==> src/rtl/fir_out_requant.sv <==
// Output requantizer for the 6-tap FIR: warm-up discard, round/shift to WIDTH_OUT, small FIFO, valid/ready out.
// Optional saturation on narrowing is enabled by defining FIR_REQUANT_SAT_EN (default: two's-complement wrap).
module fir_out_requant #(
    parameter int WIDTH_IN  = 54,
    parameter int WIDTH_OUT = 18,
    parameter int SHIFT     = 8,
    parameter int LATENCY   = 7,
    parameter int DEPTH     = 4
) (
    input  logic                 clk,
    input  logic                 rst,
    input  logic                 ena,
    input  logic [WIDTH_IN-1:0]  din,
    output logic                 m_valid,
    input  logic                 m_ready,
    output logic [WIDTH_OUT-1:0] m_data,
    output logic [15:0]          drop_cnt,
    output logic [15:0]          sat_cnt
);

    localparam int RW  = WIDTH_IN + 1;
    localparam int AW  = $clog2(DEPTH);
    localparam int CW  = AW + 1;
    localparam int WCW = $clog2(LATENCY + 1);

    localparam logic signed [RW-1:0] RND  = $signed(RW'(1) << (SHIFT - 1));
`ifdef FIR_REQUANT_SAT_EN
    localparam logic signed [RW-1:0] MAXV = $signed((RW'(1) << (WIDTH_OUT - 1)) - RW'(1));
    localparam logic signed [RW-1:0] MINV = $signed(-(RW'(1) << (WIDTH_OUT - 1)));

    function automatic logic signed [WIDTH_OUT-1:0] narrow(input logic signed [RW-1:0] v);
        if (v > MAXV)
            return {1'b0, {(WIDTH_OUT-1){1'b1}}};
        else if (v < MINV)
            return {1'b1, {(WIDTH_OUT-1){1'b0}}};
        else
            return v[WIDTH_OUT-1:0];
    endfunction

    function automatic logic clipped(input logic signed [RW-1:0] v);
        return (v > MAXV) || (v < MINV);
    endfunction
`else
    function automatic logic signed [WIDTH_OUT-1:0] narrow(input logic signed [WIDTH_OUT-1:0] v);
        return v;
    endfunction
`endif

    logic [WCW-1:0]              r_wcnt;
    logic                        r_s1_valid;
    logic signed [RW-1:0]        r_round_p0;
    logic signed [RW-1:0]        w_sum;
    logic signed [WIDTH_OUT-1:0] w_narrow;
    logic                        w_capture;

    logic signed [WIDTH_OUT-1:0] r_mem [DEPTH];
    logic [AW-1:0]               r_wptr;
    logic [AW-1:0]               r_rptr;
    logic [CW-1:0]               r_count;
    logic [15:0]                 r_drop_cnt;
    logic                        w_full;
    logic                        w_pop;
    logic                        w_we;
    logic                        w_drop;

    // Stage p0: warm-up gate and round-half-up with a guard bit
    assign w_capture = ena && (r_wcnt == WCW'(LATENCY));
    assign w_sum     = $signed({din[WIDTH_IN-1], din}) + RND;

    always_ff @(posedge clk or negedge rst) begin
        if (!rst) begin
            r_wcnt     <= '0;
            r_s1_valid <= 1'b0;
        end else begin
            if (ena && (r_wcnt != WCW'(LATENCY)))
                r_wcnt <= r_wcnt + WCW'(1);
            r_s1_valid <= w_capture;
        end
    end

    always_ff @(posedge clk) begin
        if (w_capture)
            r_round_p0 <= w_sum >>> SHIFT;
    end

    // Stage p1: narrow and push into the FIFO
`ifdef FIR_REQUANT_SAT_EN
    logic [15:0] r_sat_cnt;

    assign w_narrow = narrow(r_round_p0);

    always_ff @(posedge clk or negedge rst) begin
        if (!rst)
            r_sat_cnt <= '0;
        else if (r_s1_valid && clipped(r_round_p0) && (r_sat_cnt != 16'hFFFF))
            r_sat_cnt <= r_sat_cnt + 16'd1;
    end

    assign sat_cnt = r_sat_cnt;
`else
    logic w_unused_hi;

    assign w_narrow    = narrow(r_round_p0[WIDTH_OUT-1:0]);
    assign w_unused_hi = ^r_round_p0[RW-1:WIDTH_OUT];
    assign sat_cnt     = '0;
`endif

    assign w_full = (r_count == CW'(DEPTH));
    assign w_pop  = m_valid && m_ready;
    assign w_we   = r_s1_valid && (!w_full || w_pop);
    assign w_drop = r_s1_valid && w_full && !w_pop;

    always_ff @(posedge clk) begin
        if (w_we)
            r_mem[r_wptr] <= w_narrow;
    end

    always_ff @(posedge clk or negedge rst) begin
        if (!rst) begin
            r_wptr     <= '0;
            r_rptr     <= '0;
            r_count    <= '0;
            r_drop_cnt <= '0;
        end else begin
            if (w_we)
                r_wptr <= r_wptr + AW'(1);
            if (w_pop)
                r_rptr <= r_rptr + AW'(1);
            case ({w_we, w_pop})
                2'b10:   r_count <= r_count + CW'(1);
                2'b01:   r_count <= r_count - CW'(1);
                default: r_count <= r_count;
            endcase
            if (w_drop && (r_drop_cnt != 16'hFFFF))
                r_drop_cnt <= r_drop_cnt + 16'd1;
        end
    end

    // Head is gated so an empty FIFO presents zero rather than stale storage.
    assign m_valid  = (r_count != '0);
    assign m_data   = m_valid ? r_mem[r_rptr] : '0;
    assign drop_cnt = r_drop_cnt;

endmodule

==> config.mk <==
export PLATFORM = sky130hd
export DESIGN_NAME = fir_out_requant
export DESIGN_NICKNAME = d
export VERILOG_FILES = /design/src/rtl/fir_out_requant.sv
export SDC_FILE = /design/constraint.sdc
export NUM_CORES = 1
export LEC_CHECK = 0
export BUFFER_PORTS_ARGS = -buffer_cell sky130_fd_sc_hd__buf_4
export CAP_MARGIN = 40
export CORE_UTILIZATION = 54
export DETAILED_ROUTE_END_ITERATION = 6
export PLACE_DENSITY = 0.88
export SETUP_SLACK_MARGIN = 0.15
export SYNTH_ARGS = -nofsm -noshare
export SYNTH_HDL_FRONTEND = slang
export SYNTH_SLANG_ARGS = --single-unit
==> constraint.sdc <==
create_clock -name clk -period 2.5 [get_ports clk]
set_input_delay 0 -clock clk [delete_from_list [all_inputs] [get_ports clk]]
set_output_delay 0 -clock clk [all_outputs]
set_load 0.005 [all_outputs]
==> impl_metrics.json <==
{
  "status": "finished, final reports clean",
  "synthCells": 322,
  "final_nets": 502,
  "die_w_um": 99.3,
  "antenna_found_initial": 0,
  "synth-async-reset-ratio_pct": 23.1,
  "die_area_mm2": 0.00987,
  "viasPerCell": 5.37,
  "start_kind": "register",
  "cts.sinks": 117,
  "start_util_pct": 55.6,
  "grt_start_max_net_pins": 28,
  "skew_ns": 0.0104,
  "required_ns": 2.94,
  "clkTransAtPathRegs_ns": 0.06,
  "grt_pass1_wl_um": 15300,
  "clock-root-buffer": "clkbuf_8",
  "wl_um": 9860,
  "arrival_ns": 2.65,
  "fin_ws_ns": 0.283,
  "max_cap_viol_count": 0,
  "leakagePower_nw": 2.63,
  "worstReg2RegEnd": "r_count[2]",
  "critical_path_class": "reg -> reg",
  "cp-end-kind": "register",
  "grt_overflow": 0,
  "slowest_stage": "nor4b_4",
  "synth_area_mm2": 0.00512,
  "synth_most_common_cell": "edfxtp_1",
  "synth_seq_cells": 117,
  "critical_path_peak_fanout": 8,
  "syn2layout_area_growth_pct": 29.9,
  "sequential_cell_area_mm2": 0.00338,
  "numPortBuffers": 57,
  "hold_class": "in -> reg",
  "path_delay_family": "simple AND/OR/NAND/NOR gates",
  "drt_iter0_markers": 204,
  "track_usage_pct": 21.8,
  "hold_path_depth": 3,
  "first_global_vias": 3016,
  "placed_cells_incl_taps": 489,
  "clk_path_buf_depth": 2,
  "fin_util_pct": 72.3,
  "num-fill-cells": 555,
  "yosys-top-cells-count": "edfxtp_1, dfrtp_1, and2_1",
  "setup_viol": 0,
  "dpl.hpwl_um": 5860,
  "gp_congestion": 0.792,
  "min_period_over_period_pct": 88.7,
  "dp_slack_ns": 0.260,
  "fin_crit_ns": 2.22,
  "drt-wirelength-per-cell_um": 17.7,
  "synth_top_area_share_pct": 52.8,
  "powerDensity_mw_per_mm2": 968,
  "reg2regPathDepth": 9,
  "ys_top_cells_by_area": "edfxtp_1, dfrtp_1, mux4_2",
  "route.detailed.drc": 0,
  "dr.pass1.iters": 5,
  "syn_avg_cell_area_um2": 15.9,
  "synthDominantAreaCellType": "edfxtp_1",
  "num_io_pins": 109,
  "max_freq_mhz": 451,
  "rrSetupSlack_ns": 0.28,
  "multi_input_area_mm2": 0.00160,
  "n_antenna_cell": 0,
  "drv_slew": 0,
  "drive_above_1_share_pct": 29.3,
  "rows": 35,
  "htreeDepth": 4,
  "yosysWarnings": 0,
  "slowest_delay_ns": 0.44,
  "cts_tree": "done",
  "cts_buffers": 17,
  "setup_tns_ns": 0,
  "yosysSeqAreaShare_pct": 66.0,
  "whs_endpoint": "r_round_p0[1]",
  "fin_cells": 558,
  "reg2reg_from": "r_count[0]",
  "die_h_um": 99.3,
  "ant_nets": 0,
  "synth_edf_count": 90,
  "core_mm2": 0.00920,
  "vias": 2997,
  "hold_start": "din[7]",
  "yosys_most_used_dff": "edfxtp_1",
  "finalHoldViolations": 0,
  "rsz0062_at_grt": "false",
  "insertion_delay_ns": 0.52,
  "ir_drop_mv": 0.447,
  "crit_buf_inv": 2,
  "ys_types": 32,
  "worstPathCellList": "nor4b_4 -> nor2b_2 -> inv_1 -> ha_1 -> inv_1 -> fa_1 -> xor2_1 -> nor2_1 -> xor2_1"
}
==> routing by layer <==
| metal | global-route usage (%) | routed length, µm |
|---|---|---|
| met5 | 0 | 0 |
| met3 | 4.92 | 480 |
| met1 | 27.3 | 4160 |
| met2 | 35.2 | 5090 |
| met4 | 12.6 | 127 |
==> what timing repair did <==
item / in CTS / in global routing
hold buffers: 37 / 0
setup buffers: 0 / 0
endpoints found under the setup margin: 0 / 1
endpoints found under the hold margin: 52 / 0
resized for setup: 0 / 1
==> kinds of logic (layout without fill, tap and decap cells) <==
family	Yosys count	count (layout)	synth area share, %
and+or+nand+nor	96	96	11.6
AOI/OAI and AO/OA	5	5	0.489
other	1	16	0.0733
muxes	25	25	9.44
adders and majority gates	10	10	2.59
xor gates and xnor gates	35	35	5.99
DFF	117	117	66.0
buffers and inverters	33	143	3.77
==> where the power goes <==
| group | switching [mW] | total, mW | internal (mW) | leakage [nW] |
|---|---|---|---|---|
| registers | 0.130 | 2.46 | 2.33 | 1.16 |
| clock network | 0.954 | 2.41 | 1.46 | 0.293 |
| logic | 0.692 | 1.56 | 0.870 | 1.17 |
==> worst max-delay path by stage <==
| stage | from | endpoint | slack (ns) | depth (start not counted) |
|---|---|---|---|---|
| 2_1_floorplan | r_count[0] | r_count[2] | 0.41 | 10 |
| 3_3_place_gp | r_count[0] | r_count[2] | 0.31 | 9 |
| 3_5_place_dp | r_count[0] | r_count[2] | 0.26 | 9 |
| 4_1_cts | r_count[0] | r_count[2] | 0.24 | 9 |
| 5_1_grt | r_count[0] | r_count[2] | 0.17 | 9 |
| 6_report | r_count[0] | r_count[2] | 0.28 | 9 |
==> state kept, by name, summed over array words and instances, names as in the netlist <==
name	cells
r_mem	72
drop_cnt	16
r_s1_valid	1
r_wptr	2
r_wcnt	3
r_count	3
r_round_p0	18
r_rptr	2
==> area by class of cell <==
cell class,count,share of cell area (%)
clock inverter,15,2.69
inverter,9,0.508
tap,111,2.09
clock buffer,17,6.23
sequential,117,50.8
timing repair buffer,102,13.5
multi-input combinational,187,24.1
==> tightest hold or removal path: stages <==
cell and delay, ns:
buf_4 0.10, ha_1 0.21, xor2_1 0.12
==> cells in the final DEF, fill, tap and decap left out, drive strengths merged, types with 13 or more instances in the layout <==
master and n:
clkbuf 17, xor2 23, and2 25, conb 16, edfxtp 90, buf 66
mux4 18, dfrtp 27, inv 18, dlygate4sd3 36, nand3 13
==> metrics by stage <==
stage | total power, mW | cell area, µm² | hold WS, ns
2_1_floorplan | 3.39 | 5170 | -0.296
3_3_place_gp | 3.91 | 5610 | -0.0714
3_5_place_dp | 3.99 | 5670 | -0.0713
4_1_cts | 6.48 | 6640 | 0.0537
5_1_grt | 6.69 | 6650 | 0.0796
6_report | 6.43 | 6650 | 0.0959
Note: power is estimated with default switching activity, not from simulation.
